## src/rtl/reg_pipe_pkg.sv

```systemverilog
// reg_pipe_pkg: shared helpers for the reg_pipe register pipeline.
//   clog2_p1(n)         : bits needed to hold a count in the range 0..n
//   params_ok(w, d)     : elaboration-time sanity check of WIDTH / DEPTH
package reg_pipe_pkg;

    function automatic int clog2_p1(input int n);
        return $clog2(n + 1);
    endfunction

    function automatic bit params_ok(input int width, input int depth);
        return (width >= 1) && (depth >= 1);
    endfunction

endpackage

```

## src/rtl/reg_pipe_stage.sv

```systemverilog
// reg_pipe_stage: one pipeline slice holding a valid bit and a data word.
//   clk, rst  : clock, synchronous active-high reset (v=0, d=RST_VAL)
//   flush     : clears v, leaves d untouched
//   load      : capture d_in and mark the slice valid
//   clr_v     : slice contents moved on; drop valid unless reloaded
//   d_in      : incoming data word
//   v_q, d_q  : registered valid and data
module reg_pipe_stage #(
    parameter int                WIDTH   = 8,
    parameter logic [WIDTH-1:0]  RST_VAL = '0
) (
    input  logic             clk,
    input  logic             rst,
    input  logic             flush,
    input  logic             load,
    input  logic             clr_v,
    input  logic [WIDTH-1:0] d_in,
    output logic             v_q,
    output logic [WIDTH-1:0] d_q
);

    always_ff @(posedge clk) begin
        if (rst) begin
            v_q <= 1'b0;
        end else if (flush) begin
            v_q <= 1'b0;
        end else if (load) begin
            v_q <= 1'b1;
        end else if (clr_v) begin
            v_q <= 1'b0;
        end
    end

    // Data only moves on a real transfer, so an empty slice never
    // captures garbage and a flush leaves the last word in place.
    always_ff @(posedge clk) begin
        if (rst) begin
            d_q <= RST_VAL;
        end else if (load && !flush) begin
            d_q <= d_in;
        end
    end

endmodule

```

## src/rtl/reg_pipe.sv

```systemverilog
// reg_pipe: WIDTH-bit, DEPTH-stage register pipeline with valid/ready flow
// control, bubble collapse, synchronous flush and an occupancy counter.
//   clk, rst            : clock, synchronous active-high reset
//   flush               : clear all stage valids on the next edge
//   in_valid/in_ready   : upstream handshake, in_data captured into stage 0
//   out_valid/out_ready : downstream handshake, out_data = last stage register
//   occupancy           : number of valid stages, 0..DEPTH
module reg_pipe
    import reg_pipe_pkg::*;
#(
    parameter int               WIDTH   = 8,
    parameter int               DEPTH   = 4,
    parameter logic [WIDTH-1:0] RST_VAL = '0,
    localparam int              OCC_W   = clog2_p1(DEPTH)
) (
    input  logic             clk,
    input  logic             rst,
    input  logic             flush,
    input  logic             in_valid,
    output logic             in_ready,
    input  logic [WIDTH-1:0] in_data,
    output logic             out_valid,
    input  logic             out_ready,
    output logic [WIDTH-1:0] out_data,
    output logic [OCC_W-1:0] occupancy
);

    if (!params_ok(WIDTH, DEPTH)) begin : g_param_check
        $error("reg_pipe: WIDTH and DEPTH must both be >= 1");
    end

    logic [DEPTH-1:0] v;
    logic [DEPTH-1:0] adv;
    logic [DEPTH-1:0] load;
    logic [WIDTH-1:0] d [DEPTH];
    logic             in_hs;
    logic             out_hs;

    // Advance chain runs from the output back to the input: a stage moves
    // when the one in front is empty or is itself moving, which is what
    // collapses bubbles. This makes in_ready combinational from out_ready.
    always_comb begin
        adv            = '0;
        adv[DEPTH-1]   = v[DEPTH-1] & out_ready;
        for (int i = DEPTH - 2; i >= 0; i--) begin
            adv[i] = v[i] & (~v[i+1] | adv[i+1]);
        end
    end

    assign in_ready  = ~flush & (~v[0] | adv[0]);
    assign in_hs     = in_valid & in_ready;
    assign out_hs    = v[DEPTH-1] & out_ready;

    // Stage i+1 loads exactly when stage i advances into it.
    always_comb begin
        load    = '0;
        load[0] = in_hs;
        for (int i = 1; i < DEPTH; i++) begin
            load[i] = adv[i-1];
        end
    end

    for (genvar i = 0; i < DEPTH; i++) begin : g_stage
        logic [WIDTH-1:0] d_in;

        if (i == 0) begin : g_head
            assign d_in = in_data;
        end else begin : g_body
            assign d_in = d[i-1];
        end

        reg_pipe_stage #(
            .WIDTH   (WIDTH),
            .RST_VAL (RST_VAL)
        ) u_stage (
            .clk   (clk),
            .rst   (rst),
            .flush (flush),
            .load  (load[i]),
            .clr_v (adv[i]),
            .d_in  (d_in),
            .v_q   (v[i]),
            .d_q   (d[i])
        );
    end

    assign out_valid = v[DEPTH-1];
    assign out_data  = d[DEPTH-1];

    always_ff @(posedge clk) begin
        if (rst || flush) begin
            occupancy <= '0;
        end else if (in_hs && !out_hs) begin
            occupancy <= occupancy + 1'b1;
        end else if (!in_hs && out_hs) begin
            occupancy <= occupancy - 1'b1;
        end
    end

endmodule

```

## config.mk

```make
export PLATFORM = sky130hd
export DESIGN_NAME = reg_pipe
export DESIGN_NICKNAME = d
export VERILOG_FILES = /design/src/rtl/reg_pipe_pkg.sv /design/src/rtl/reg_pipe_stage.sv /design/src/rtl/reg_pipe.sv
export SDC_FILE = /design/constraint.sdc
export NUM_CORES = 1
export LEC_CHECK = 0
export ABC_AREA = 1
export BUFFER_PORTS_ARGS = -buffer_cell sky130_fd_sc_hd__buf_2
export CAP_MARGIN = 20
export CORE_MARGIN = 2
export CORE_UTILIZATION = 35
export CTS_BUF_LIST = sky130_fd_sc_hd__clkbuf_4 sky130_fd_sc_hd__clkbuf_8 sky130_fd_sc_hd__clkbuf_16
export DETAILED_ROUTE_END_ITERATION = 12
export HOLD_SLACK_MARGIN = 0.03
export MAX_ROUTING_LAYER = met4
export SKIP_CTS_REPAIR_TIMING = 1
export SLEW_MARGIN = 20
export SYNTH_ARGS = -nofsm -noshare
export SYNTH_HDL_FRONTEND = slang
export SYNTH_SLANG_ARGS = --single-unit
export TNS_END_PERCENT = 50
```

## constraint.sdc

```tcl
create_clock -name clk -period 2.7 [get_ports clk]
set_input_delay 0.54 -clock clk [delete_from_list [all_inputs] [get_ports clk]]
set_output_delay 0.54 -clock clk [all_outputs]
set_load 0.05 [all_outputs]
```

==> flow_summary.toml <==
[floorplanning]
pin_count = 26
num_rows = 24
coreArea_mm2 = 0.00435
start_util = 0.363
die_w_um = 71.2
die_h_um = 71.2
dieArea_mm2 = 0.00507

[grt]
grt_pass1_wl_um = 5150
grt_max_degree = 25
first_global_vias = 1171
grt_antenna_before_repair = 0
grt_usage = 0.131
grt_overflow = 0

[timing]
rsz0062_at_grt = "false"
tns_ns = 0
min_period_ns = 2.06
tightest_slew_ns = 0.371
setup_violations = 0
hold_viol = 0
slew_headroom = 0.752
fin_crit_sh = 0.762
fmax_ghz = 0.486
maxSlewViolCount = 0
finClkSkew_ns = 0.00593

[routing]
viasPerCell = 4.32
drc = 0
finalWirelength_um = 2760
post_drt_wl_per_cell_um = 9.24
drtPass1Iterations = 4
drtIter0Drc = 50
ant_nets = 0
vias = 1288

[critical_path]
endpoint_kind = "primary output"
cp.arrival_ns = 1.52
slowest_delay_ns = 0.34
start_kind = "register"
path_class = "register to primary output"
critical_path.startpoint = "g_stage[3].u_stage.v_q"
critPathSlowestCell = "dfxtp_1"
critical_path_required_ns = 2.16
path_cells = "inv_1 > nor2_4 > nand4_1 > buf_4 > inv_1 > nor2_1 > buf_2"
worstPathMaxFanout = 10
rr_startpoint = "g_stage[3].u_stage.v_q"
path_common_cell = "inv_1"

[yosys]
ys_top_cells_by_area = "dfxtp_1 49%, nor2_1 15%, inv_1 8.3%"
async_flop_share = 0
synth_area_leader_cell = "dfxtp_1"
syn-num-nets = 231
syn-mean-instance-area_um2 = 7.32
syn_inst = 216
ys.warnings.count = 0
ys_types = 22
synth_seq_cells = 39
synth_top_area_share = 0.494
syn_area_mm2 = 0.00158
synth-edff-count = 0
synth-main-ff-cell = "dfxtp_1"
yosysSeqAreaShare = 0.494
synth_common_cells = "63 x nor2_1, 39 x dfxtp_1, 35 x inv_1"
synth_most_common_cell = "nor2_1"

[placement]
io_buffer_count = 25
place.gp.congestion = 0.774
place_area_mm2 = 0.00176
dp_hpwl_um = 1980

[layout]
drive_gt1_frac = 0.167
multi_input_area_um2 = 627
syn_to_final_growth_pct = 18.1
stdcell_area_mm2 = 0.00187
nNetsFinal = 260
n_antenna_cell = 0
fillers = 483
ff_latch_area_um2 = 781

[clock_network]
clk_pin_slew_worst_paths_ns = 0.07
clkLatencyLatePin_ns = 0.29
cts_tree = "yes"
htreeDepth = 2
cts_root_buffer = "clkbuf_8"
cts.sinks = 39
cts_buffers = 5
clk_path_buf_depth = 2

[pwr]
peakVddDrop_mv = 0.250
combPwrFrac = 0.073
cellLeakagePower_nw = 0.929
powerDensity_mw_per_mm2 = 619
switchingPower_mw = 0.262
pwr-share-seq = 0.516
p_clk_frac = 0.412
intPower_mw = 0.894
switching_share = 0.226

[outcome]
status = "complete, no violations"

[worst_hold_path]
hold_path_class = "register to register"
hp-start = "g_stage[0].u_stage.v_q"

[run]
max_cap_viol_count = 0
## flip-flops by register name, indices dropped and copies added (netlist names)
register / cells
g_stage.u_stage.d_q: 32
g_stage.u_stage.v_q: 4
occupancy: 3
## power groups by stage
| stage | combinational [mW] | sequential (mW) | clock [mW] |
|---|---|---|---|
| after floorplan | 0.0559 | 0.614 | 0 |
| after global placement | 0.0842 | 0.609 | 0 |
| after detailed placement | 0.0844 | 0.609 | 0 |
| after CTS | 0.0854 | 0.596 | 0.493 |
| after global routing | 0.0993 | 0.598 | 0.526 |
| final | 0.0841 | 0.596 | 0.476 |
## worst max-delay path, delay by kind of cell, from the launching register on
kind,cells,cell delay (ns)
flops,1,0.34
simple gates,3,0.34
buf+inv,4,0.54
## stage by stage
step	utilization	total power, mW	hold WS [ns]	cells	setup slack, ns
floorplan	-	0.670	0.450	216	0.503
detailed placement	0.403	0.694	0.467	290	0.368
global placement	0.403	0.693	0.457	290	0.461
global route	0.429	1.22	0.501	298	0.405
CTS	0.429	1.17	0.481	298	0.627
finish	0.429	1.16	0.478	298	0.643
## final timing paths
path | endpoint | slack [ns] | depth (start not counted)
max reg2reg | occupancy[2] | 0.67 | 12
max | in_ready | 0.64 | 7
min | g_stage[1].u_stage.v_q | 0.48 | 2
min reg2reg | g_stage[1].u_stage.v_q | 0.48 | 2
## logic make-up (layout without fill, tap and decap cells)
family / Yosys count / after routing / synth area share
AOI/OAI and AO/OA: 30 / 30 / 0.0949
xor gates and xnor gates: 1 / 1 / 0.00554
buffers and inverters: 43 / 73 / 0.110
adders and majority gates: 2 / 2 / 0.0206
and+or+nand+nor: 101 / 101 / 0.275
DFF: 39 / 39 / 0.494
## per-layer routing
metal	vias to the layer above	wire, um	global-route usage
li1	721	-	-
met4	0	63	0.0566
met2	28	1170	0.197
met5	-	0	-
met3	6	116	0.0338
met1	533	1410	0.166
## cell type report
class	count	share of cell area
sequential	39	0.418
multi-input combinational	134	0.336
inverter	38	0.0764
timing repair buffer	27	0.0750
clock buffer	5	0.0368
tap	52	0.0348
clock inverter	3	0.0234
## placed cells by master, fill, tap and decap left out, types with 2 or more instances in the layout
master / Yosys / layout
nand4_1: 9 / 9
a21oi_1: 5 / 5
dfxtp_1: 39 / 39
buf_2: 0 / 25
o21ai_0: 25 / 25
inv_2: 2 / 2
inv_1: 35 / 35
buf_4: 0 / 2
nor2_1: 63 / 63
clkbuf_8: 0 / 5
nand2_1: 23 / 23
Note: power is estimated with default switching activity, not from simulation.
